File: config.mk
export PLATFORM = sky130hd
export DESIGN_NAME = regfile_scoreboard
export DESIGN_NICKNAME = d
export VERILOG_FILES = /design/src/rtl/regfile_scoreboard.sv
export SDC_FILE = /design/constraint.sdc
export NUM_CORES = 2
export LEC_CHECK = 0
export BUFFER_PORTS_ARGS = -buffer_cell sky130_fd_sc_hd__buf_4
export CAP_MARGIN = 30
export CORE_MARGIN = 5
export CORE_UTILIZATION = 40
export DETAILED_ROUTE_END_ITERATION = 10
export SYNTH_ARGS = -nofsm -noshare
export SYNTH_HDL_FRONTEND = slang
export SYNTH_SLANG_ARGS = --single-unit
export TNS_END_PERCENT = 100
File: constraint.sdc
create_clock -name clk -period 3.5 [get_ports clk]
set_input_delay 0.35 -clock clk [delete_from_list [all_inputs] [get_ports clk]]
set_output_delay 0.35 -clock clk [all_outputs]
set_load 0.02 [all_outputs]
File: src/rtl/regfile_scoreboard.sv
// rtl/regfile_scoreboard.sv - register file with registered bypassed reads and a per-register busy scoreboard
module regfile_scoreboard #(
    parameter int DATA_W   = 32,
    parameter int ADDR_W   = 5,
    parameter int ZERO_REG = 1,
    parameter int BYPASS   = 1
) (
    input  logic              clk,
    input  logic              reset,
    input  logic [ADDR_W-1:0] rd_addr1,
    input  logic [ADDR_W-1:0] rd_addr2,
    output logic [DATA_W-1:0] rd_data1,
    output logic [DATA_W-1:0] rd_data2,
    output logic              rd_busy1,
    output logic              rd_busy2,
    output logic              stall,
    input  logic              wr_en,
    input  logic [ADDR_W-1:0] wr_addr,
    input  logic [DATA_W-1:0] wr_data,
    input  logic              issue_en,
    input  logic [ADDR_W-1:0] issue_addr,
    input  logic              flush,
    output logic [ADDR_W:0]   busy_count
);

    localparam int NUM_REGS = 2 ** ADDR_W;

    logic [DATA_W-1:0]   regs [NUM_REGS];
    logic [NUM_REGS-1:0] busy;

    logic              wr_ok;
    logic              issue_ok;
    logic              set_new;
    logic              clr_old;
    logic              fwd1;
    logic              fwd2;
    logic [DATA_W-1:0] sel1;
    logic [DATA_W-1:0] sel2;

    // Writes and issues to the hardwired zero register are dropped here, so it never holds data or busy.
    assign wr_ok    = wr_en && !((ZERO_REG != 0) && (wr_addr == '0));
    assign issue_ok = issue_en && !flush && !((ZERO_REG != 0) && (issue_addr == '0));

    // Counter deltas: an issue to a register being written keeps it busy, so that write is not a clear.
    assign set_new = issue_ok && !busy[issue_addr];
    assign clr_old = wr_ok && busy[wr_addr] && !(issue_ok && (issue_addr == wr_addr));

    assign fwd1 = (BYPASS != 0) && wr_ok && (wr_addr == rd_addr1);
    assign fwd2 = (BYPASS != 0) && wr_ok && (wr_addr == rd_addr2);

    always_comb begin
        sel1 = regs[rd_addr1];
        sel2 = regs[rd_addr2];
        if (fwd1) sel1 = wr_data;
        if (fwd2) sel2 = wr_data;
        if ((ZERO_REG != 0) && (rd_addr1 == '0)) sel1 = '0;
        if ((ZERO_REG != 0) && (rd_addr2 == '0)) sel2 = '0;
    end

    assign rd_busy1 = busy[rd_addr1] && !fwd1;
    assign rd_busy2 = busy[rd_addr2] && !fwd2;
    assign stall    = rd_busy1 || rd_busy2;

    always_ff @(posedge clk or negedge reset) begin
        if (!reset) begin
            for (int i = 0; i < NUM_REGS; i++) regs[i] <= '0;
        end else if (wr_ok) begin
            regs[wr_addr] <= wr_data;
        end
    end

    always_ff @(posedge clk or negedge reset) begin
        if (!reset) begin
            rd_data1 <= '0;
            rd_data2 <= '0;
        end else begin
            rd_data1 <= sel1;
            rd_data2 <= sel2;
        end
    end

    // Issue is applied after writeback so a new producer wins over the retiring one.
    always_ff @(posedge clk or negedge reset) begin
        if (!reset) begin
            busy <= '0;
        end else if (flush) begin
            busy <= '0;
        end else begin
            if (wr_ok)    busy[wr_addr]    <= 1'b0;
            if (issue_ok) busy[issue_addr] <= 1'b1;
        end
    end

    always_ff @(posedge clk or negedge reset) begin
        if (!reset) begin
            busy_count <= '0;
        end else if (flush) begin
            busy_count <= '0;
        end else begin
            case ({set_new, clr_old})
                2'b10:   busy_count <= busy_count + 1'b1;
                2'b01:   busy_count <= busy_count - 1'b1;
                default: busy_count <= busy_count;
            endcase
        end
    end

endmodule

==> flow_summary.ini <==
[clock_tree]
post_cts_buffers = 0
cts_buffers = 130
worstSkewPairLatency_ns = 0.77
path_clk_slew_ns = 0.06
cts_buffer_depth = 3
cts.sinks = 1126
holdBufCountCts = 31
root_buffer = clkbuf_16
cts_tree = done
h-tree-depth = 4
ctsResizeCount = 0

[yosys]
synthSimpleGateAreaFrac = 0.0188
synthArstFlopShare = 1.00
yosysTopAreaCellShare = 0.474
synth_compound_area_frac = 0.0195
synthCells = 3738
synth_top_family_by_area = multiplexers
ys_top_cells_by_area = dfrtp_1, mux4_2, mux2_2
synth_xor_area_frac = 0.00326
synthMuxAreaShare = 0.452
syn_area_sq_um = 59500
synth-adder-area-share = 0.00118
yosysTopAreaCell = dfrtp_1
synth_ff_type = dfrtp_1
ys_warn_count = 0
synth_cell_types = 54
syn_area_per_cell_sq_um = 15.9
synth_seq_cells = 1126
synth_fp_nets = 3800
synth_edf_count = 0
seq_area_frac_synth = 0.474

[routing]
dr.pass1.iters = 5
viasPerCell = 6.21
wl_um = 177000
drc = 0
dr_total_vias = 35900
ant_nets = 0
wl_per_cell_um = 30.6
first_iter_violations = 3334

[worst_setup_path]
path_class = flip-flop to primary output
slowest_delay_ns = 0.48
r2r_cells = 12
critPathArrivalTime_ns = 2.91
path_cells = buf_4 -> mux4_2 -> mux4_2 -> mux2i_1 -> a31oi_1 -> or2_1 -> buf_4
end_kind = primary output
worstSetupStartpointType = flip-flop
crit_fanout = 4
cp_slowest_cell = mux4_2
required_ns = 3.15

[run_status]
outcome = finished, final reports clean

[timing]
rsz0062_at_grt = false
finalSetupTns_ns = 0
clock_skew_ns = 0.0217
drv_slew = 0
relSlewSlack = 0.303
hold_violations = 0
min_period_over_period = 0.931
timing.hold.ws_ns = 0.0634
worst_pin_slew_ns = 1.05
min_period_ns = 3.26
setup_viol = 0
timing.fmax_mhz = 307

[die]
fp-row-count = 141
num_io_pins = 130
die_x_um = 396
initial_core_util = 0.402
die_y_um = 396
core_area_sq_um = 148000
die-area_sq_um = 157000

[layout]
layout-drive-gt1-share = 0.560
area_growth_pct = 14.0
nNetsFinal = 3820
fillers = 12800
final_cell_mix = dfrtp_1, mux2_2, mux4_2, buf_4, clkbuf_16
final_common_cell = dfrtp_1

[worst_hold_path]
min_path_cells = 3
hp-class = input pin to flip-flop

[pwr]
peakVddDrop_mv = 0.442
powerDensity_nw_per_um2 = 570
p_leak_nw = 28.8

[global_routing]
grt_first_pass_wirelength_um = 265000
grt_pass1_vias = 37700
antenna_found_initial = 3
grt_max_degree = 122
track_usage = 0.228
grt_overflow_total = 0

[placement]
gp_congestion = 0.870
hpwl_um = 101000
portBuffers = 129

[run]
drv_cap = 0
## worst max-delay path, delay by kind of cell (launching register included)
| kind | cells | cell delay, ns |
|---|---|---|
| AO/OA/AOI/OAI | 1 | 0.07 |
| buffers and inverters | 2 | 0.34 |
| flip-flops | 1 | 0.41 |
| multiplexers | 3 | 1.09 |
| AND/OR/NAND/NOR | 1 | 0.25 |
## report_power, final
part	internal (mW)	switching, mW
registers	15.5	1.70
logic	4.92	3.02
clock network	7.87	5.64
total	28.3	10.4
## routing by layer
metal | up-vias | routed length [um] | track usage
li1 | 14600 | - | -
met1 | 20000 | 80600 | 0.339
met2 | 1105 | 81500 | 0.348
met3 | 232 | 10700 | 0.0426
met4 | 2 | 4330 | 0.0576
met5 | - | 7 | 0
## cell type report
type | count | area, sq um | share of cell area
Multi-Input combinational cell | 2174 | 29700 | 0.438
Inverter | 6 | 22.5 | 0.000332
Clock inverter | 28 | 304 | 0.00449
Tap cell | 1930 | 2410 | 0.0356
Timing Repair Buffer | 320 | 3320 | 0.0490
Antenna cell | 2 | 5.00 | 0.0000738
Clock buffer | 200 | 3880 | 0.0573
Sequential cell | 1126 | 28200 | 0.416
## flip-flops by register name, summed over array words and instances (netlist names)
signal and count:
busy 32, busy_count 6, rd_data1 32, rd_data2 32, regs 1024
## path summary, 6_finish.rpt
check / startpoint / end / slack, ns
min reg2reg: regs[1017] / regs[1017] / 0.39
min: wr_data[30] / rd_data2[30] / 0.06
max reg2reg: busy[11] / busy_count[5] / 0.32
max in group asynchronous: reset / regs[975] / 2.21
min in group asynchronous: reset / regs[317] / 0.15
max: busy[16] / stall / 0.24
## stage by stage
step	area [sq um]	total power, mW	utilization	instances	setup slack [ns]
finish	67800	38.6	0.459	5786	0.240
detailed placement	63300	25.3	0.428	5525	0.131
CTS	67800	39.0	0.459	5784	0.159
floorplan	59500	22.8	-	3738	0.293
global route	67800	40.3	0.459	5784	0.0992
global placement	63300	25.1	0.428	5525	0.107
## logic make-up after synthesis
family          Yosys count
simple gates            233
compound gates          167
buf+inv                 438
fa+ha+maj                 5
xor+xnor                 20
flops                  1126
mux                    1749
## synthesized netlist by cell type, drive strengths merged, types with 2 or more instances
master	count
o32ai	4
mux4	648
a32oi	3
ha	4
nand2	25
or2	6
or3b	5
inv	6
or3	3
o31ai	2
buf	207
nor2b	20
mux2	995
or4	2
xor2	9
o221ai	5
nor2	118
nand3b	6
mux2i	106
nand2b	13
o21ai	14
a21oi	35
a31oi	3
clkbuf	225
nand4	4
o22ai	2
nand3	14
a21o	2
and2	3
dfrtp	1126
a22oi	12
nor4	3
nor3	9
a211oi	82
xnor2	11
Note: power is estimated with default switching activity, not from simulation.
